### src/rtl/posit_add_arbiter.sv
// rtl/posit_add_arbiter.sv - round-robin arbiter sharing one posit adder between two requesters
// Registers operands into the adder, captures its decoded scale after ADD_LAT cycles, returns a tagged response.
module posit_add_arbiter #(
  parameter int N       = 8,
  parameter int ES      = 3,
  parameter int RS      = $clog2(N),
  parameter int ADD_LAT = 1
) (
  input  logic             Clock,
  input  logic             Reset,
  input  logic             Req0_Valid,
  output logic             Req0_Ready,
  input  logic [N-1:0]     Req0_A,
  input  logic [N-1:0]     Req0_B,
  input  logic             Req1_Valid,
  output logic             Req1_Ready,
  input  logic [N-1:0]     Req1_A,
  input  logic [N-1:0]     Req1_B,
  output logic [N-1:0]     Add_In1,
  output logic [N-1:0]     Add_In2,
  input  logic [ES+RS:0]   Add_LE,
  input  logic [ES-1:0]    Add_E,
  input  logic [RS:0]      Add_R,
  output logic             Rsp_Valid,
  input  logic             Rsp_Ready,
  output logic             Rsp_Id,
  output logic [ES+RS:0]   Rsp_LE,
  output logic [ES-1:0]    Rsp_E,
  output logic [RS:0]      Rsp_R,
  output logic             Busy
);

  localparam int CW = (ADD_LAT < 1) ? 1 : $clog2(ADD_LAT + 1);

  generate
    if (ADD_LAT < 1) begin : g_lat_check
      $error("posit_add_arbiter: ADD_LAT must be >= 1");
    end
  endgenerate

  typedef enum logic [1:0] {IDLE, WAIT, RESP} state_t;

  state_t          state;
  state_t          state_nxt;
  logic            prio;
  logic [CW-1:0]   cnt;
  logic            grant;
  logic            hs;

  // Ready is suppressed during reset so no transfer is ever signalled on a reset edge.
  always_comb begin
    state_nxt  = state;
    grant      = Req1_Valid;
    Req0_Ready = 1'b0;
    Req1_Ready = 1'b0;
    if (Req0_Valid && Req1_Valid) begin
      grant = prio;
    end
    case (state)
      IDLE: begin
        Req0_Ready = !Reset && Req0_Valid && !grant;
        Req1_Ready = !Reset && Req1_Valid && grant;
        if (Req0_Ready || Req1_Ready) begin
          state_nxt = WAIT;
        end
      end
      WAIT: begin
        if (cnt == CW'(1)) begin
          state_nxt = RESP;
        end
      end
      RESP: begin
        if (Rsp_Ready) begin
          state_nxt = IDLE;
        end
      end
      default: state_nxt = IDLE;
    endcase
  end

  assign hs   = Req0_Ready || Req1_Ready;
  assign Busy = (state != IDLE);

  always_ff @(posedge Clock) begin
    if (Reset) begin
      state     <= IDLE;
      prio      <= 1'b0;
      cnt       <= '0;
      Add_In1   <= '0;
      Add_In2   <= '0;
      Rsp_Valid <= 1'b0;
      Rsp_Id    <= 1'b0;
      Rsp_LE    <= '0;
      Rsp_E     <= '0;
      Rsp_R     <= '0;
    end else begin
      state <= state_nxt;
      case (state)
        IDLE: begin
          if (hs) begin
            Add_In1 <= grant ? Req1_A : Req0_A;
            Add_In2 <= grant ? Req1_B : Req0_B;
            Rsp_Id  <= grant;
            prio    <= ~grant;
            cnt     <= CW'(ADD_LAT);
          end
        end
        WAIT: begin
          cnt <= cnt - 1'b1;
          // Adder outputs are only sampled on the final countdown edge.
          if (cnt == CW'(1)) begin
            Rsp_LE    <= Add_LE;
            Rsp_E     <= Add_E;
            Rsp_R     <= Add_R;
            Rsp_Valid <= 1'b1;
          end
        end
        RESP: begin
          if (Rsp_Ready) begin
            Rsp_Valid <= 1'b0;
          end
        end
        default: ;
      endcase
    end
  end

endmodule

### config.mk
export PLATFORM = sky130hd
export DESIGN_NAME = posit_add_arbiter
export DESIGN_NICKNAME = d
export VERILOG_FILES = /design/src/rtl/posit_add_arbiter.sv
export SDC_FILE = /design/constraint.sdc
export NUM_CORES = 1
export LEC_CHECK = 0
export CAP_MARGIN = 30
export CELL_PAD_IN_SITES_DETAIL_PLACEMENT = 0
export CELL_PAD_IN_SITES_GLOBAL_PLACEMENT = 2
export CORE_UTILIZATION = 18
export CTS_BUF_LIST = sky130_fd_sc_hd__clkbuf_4 sky130_fd_sc_hd__clkbuf_8
export CTS_CLUSTER_DIAMETER = 50
export DETAILED_ROUTE_END_ITERATION = 16
export GPL_TIMING_DRIVEN = 0
export PLACE_DENSITY_LB_ADDON = 0.1
export SKIP_LAST_GASP = 1
export SLEW_MARGIN = 20
export SYNTH_ARGS = -nofsm -noshare
export SYNTH_HDL_FRONTEND = slang
export SYNTH_SLANG_ARGS = --single-unit
### constraint.sdc
create_clock -name Clock -period 1.4 [get_ports Clock]
set_clock_uncertainty 0.1 [all_clocks]
set_input_delay 0.21 -clock Clock [delete_from_list [all_inputs] [get_ports Clock]]
set_output_delay 0.21 -clock Clock [all_outputs]
set_load 0.02 [all_outputs]
==> out/qor.log <==
INFO  run_status     outcome=complete, but fails checks
INFO  run_status     failed_checks=setup timing
INFO  timing         postLayoutSetupSlackWorst=-0.354ns
INFO  finish         diodes=0
INFO  setup_path     worst_r2r_startpoint=state[0]
INFO  floorplanning  design.die.area=0.00885sqmm
INFO  synth          post_synth_inst_count=189
INFO  synth          postSynth.topFlopCell=dfxtp_1
INFO  finish         final_core_util=35.6%
INFO  place          port_buffers=84
INFO  timing         whs=0.257ns
INFO  synth          yosys.cell_types.count=26
INFO  timing         post-route-min-period=1.75ns
INFO  setup_path     regToRegEndpoint=Add_In1[2]
INFO  grt            grt_max_degree=12
INFO  routing        post_drt_via_cell_ratio=4.40
INFO  synth          synth_warnings=0
INFO  setup_path     crit_path_cell_trace=or3b_4, buf_8, nor3_4, buf_6
INFO  finish         fin_nets=341
INFO  setup_path     critical_path_depth=4
INFO  pwr            cellPowerDensity=1040mW/mm^2
INFO  grt            grtUsageTotal=13.5%
INFO  min_path       hold_path_depth=2
INFO  synth          synth_top_cells_by_area=dfxtp_1 47%, nor3_1 11%, a21oi_1 11%, nand2_1 7.4%, nor4_1 6.6%
INFO  synth          synth_area_per_cell=8.08squm
INFO  synth          yosysMostFrequentCell=dfxtp_1
INFO  setup_path     timing.critical_path.from_type=flip-flop
INFO  routing        firstDrtPassIters=3
INFO  routing        drt-initial-drc-count=26
INFO  min_path       min_from=Req1_Valid
INFO  grt            antenna_violations_before_repair=0
INFO  timing         layout_worst_path_cycle_share=125%
INFO  routing        routed_wirelength=5760um
INFO  synth          syn_area=0.00153sqmm
INFO  finish         stdcell_area=0.00293sqmm
INFO  place          hpwl=3800um
INFO  clock_network  clock-sinks=36
INFO  setup_path     rr_worst_depth=5
INFO  grt            grt_pass1_wl=9160um
INFO  finish         synthToLayoutAreaGrowth=91.8%
INFO  min_path       type_of_the_most_critical_hold_path=in -> reg
INFO  timing         worst-slew-pin-transition=0.528ns
INFO  synth          netlist.top_cell.by_area=dfxtp_1
INFO  grt            globalRoute.totalOverflow=0
INFO  timing         timing.setup.tns=-3.09ns
INFO  synth          yosysSeqAreaShare=47.2%
INFO  pwr            report.power.total=3.05mW
INFO  place          place_area=0.00252sqmm
INFO  routing        average_wire_per_cell_in_the_routed_design=14.5um
INFO  setup_path     critical_path.slowest_cell=or3b_4
INFO  setup_path     crit_start=state[0]
INFO  job            maxCapViolCount=0
INFO  clock_network  insertion_delay=0.28ns
INFO  synth          number_of_synthesized_flops_with_an_enable_pin=0
INFO  finish         share_of_post_route_cells_with_drive_strength_above_1=26.8%
INFO  setup_path     timing.critical_path.slowest_cell_delay=0.42ns
INFO  setup_path     critical_path_class=reg -> out
INFO  floorplanning  placementRows=33
INFO  synth          syn_nets=240
INFO  clock_network  htree_levels=2
INFO  setup_path     crit_arrival=1.44ns
INFO  synth          proportion_of_register_bits_with_asynchronous_set_or_reset_after_synthesis=0%
INFO  routing        via_count=1742
INFO  min_path       min_to=prio
INFO  clock_network  path_clk_slew=0.07ns
INFO  setup_path     worst-r2r-setup-slack=-0.17ns
INFO  timing         rsz0062_at_grt=true
INFO  clock_network  clock_tree_from_tritoncts=yes
INFO  routing        detail-route-antenna-nets=0
INFO  timing         achievable-frequency=570MHz
INFO  floorplanning  core_area=0.00822sqmm
INFO  clock_network  cts.root.buffer_cell=clkbuf_8
INFO  synth          yosys_register_bits=36
INFO  floorplanning  start_util=18.6%
INFO  setup_path     end_kind=output port
INFO  finish         multiInputGateArea=885squm
INFO  floorplanning  die_w=94.1um
INFO  setup_path     worstPathRequired=1.09ns
INFO  timing         worst_max_slew_margin_expressed_relative_to_the_limit=64.8%
INFO  floorplanning  ioPinCount=86
INFO  synth          synth.top_cells.by_count=36 x dfxtp_1, 35 x nor3_1, 33 x a21oi_1
INFO  pwr            peakVddDrop=0.000355V
INFO  synth          netlist.area_leader.share=47.2%
INFO  finish         sequential_cell_area=729squm
INFO  routing        remaining_drc_errors=0
INFO  pwr            p_leak=1.16nW
INFO  grt            first_global_vias=1785
INFO  timing         timing.final.hold_violations=0
INFO  setup_path     timing.critical_path.buf_inv=2
INFO  setup_path     critical_path.max_fanout=4
INFO  timing         finalSetupViolCount=20
INFO  place          place_congestion=0.707
INFO  clock_network  cts_made_buffers=5
INFO  finish         fill_cells=879
INFO  setup_path     worst_path_dominant_cell_family=simple AND/OR/NAND/NOR gates
INFO  clock_network  hold_buffers=0
INFO  floorplanning  die-height=94.1um
INFO  clock_network  clock_tree.buffer_depth=2
INFO  timing         report.final.slew_viol_count=0
==> cells by family (layout without fill, tap and decap cells) <==
kind of cell           count (synthesis)  in the layout  synth area share (%)
AOI/OAI and AO/OA                     38             38                  13.4
buffers and inverters                 21            123                  8.44
DFF                                   36             36                  47.2
and+or+nand+nor                       94             94                  31.0
==> metrics by stage <==
| stage | instances | setup slack [ns] |
|---|---|---|
| 6_report | 396 | -0.354 |
| 5_1_grt | 396 | -0.407 |
| 4_1_cts | 397 | -0.493 |
| 3_5_place_dp | 378 | -1.18 |
| 3_3_place_gp | 378 | -1.20 |
| 2_1_floorplan | 189 | -0.169 |
==> area by class of cell <==
class	count	area share [%]
Sequential cell	36	24.9
Clock inverter	2	1.20
Buffer	15	4.15
Clock buffer	6	2.61
Timing Repair Buffer	99	32.3
Multi-Input combinational cell	132	30.2
Tap cell	105	4.49
Inverter	1	0.128
==> layout by cell type (no fill, tap or decap), types with 2 or more instances in the layout <==
| cell | synthesis | layout |
|---|---|---|
| clkbuf_1 | 6 | 2 |
| nor4_1 | 16 | 15 |
| dlygate4sd2_1 | 0 | 34 |
| nor2b_1 | 2 | 2 |
| a21oi_1 | 33 | 33 |
| clkdlybuf4s50_1 | 0 | 47 |
| clkbuf_4 | 0 | 3 |
| nor3_1 | 35 | 7 |
| clkbuf_8 | 0 | 5 |
| buf_8 | 0 | 3 |
| or3b_4 | 0 | 2 |
| buf_4 | 1 | 10 |
| nand2_1 | 30 | 30 |
| buf_2 | 6 | 2 |
| buf_6 | 5 | 10 |
| dfxtp_4 | 0 | 2 |
| nor3_4 | 0 | 7 |
| nor3_2 | 0 | 21 |
| dfxtp_1 | 36 | 33 |
| clkbuf_2 | 1 | 2 |
| nor2_1 | 3 | 3 |
==> report_power, final <==
part | switching (mW) | total, mW | internal [mW]
logic | 0.482 | 0.945 | 0.463
registers | 0.0524 | 1.17 | 1.12
clock network | 0.386 | 0.934 | 0.548
total | 0.920 | 3.05 | 2.13
==> routing by layer <==
metal  GRT usage [%]  vias up  wire (um)  part of all wire [%]
met3            3.48        7        361                   6.3
met5               0        -          0                     0
met4            4.10        0         75                   1.3
met1            16.7      811       2520                    44
met2            22.9       53       2800                    49
li1                -      871          -                     -
==> flip-flops by register name, summed over array words and instances, names as in the netlist <==
name       cells
cnt            1
prio           1
Rsp_Valid      1
state          2
Add_In2        8
Rsp_R          4
Rsp_LE         7
Rsp_E          3
Add_In1        8
Rsp_Id         1
==> worst max path at each step <==
| stage | endpoint | slack [ns] |
|---|---|---|
| floorplan | Req1_Ready | -0.17 |
| global placement | Req0_Ready | -1.20 |
| detailed placement | Req0_Ready | -1.18 |
| CTS | Req0_Ready | -0.49 |
| global route | Req1_Ready | -0.41 |
| finish | Req0_Ready | -0.35 |
==> timing repair <==
item	CTS	global route
setup endpoints to repair	64	31
gates resized for setup	91	33
setup buffers	14	5
cloned	0	0
pin swaps	10	10
Power figures use the tool's default switching activity.
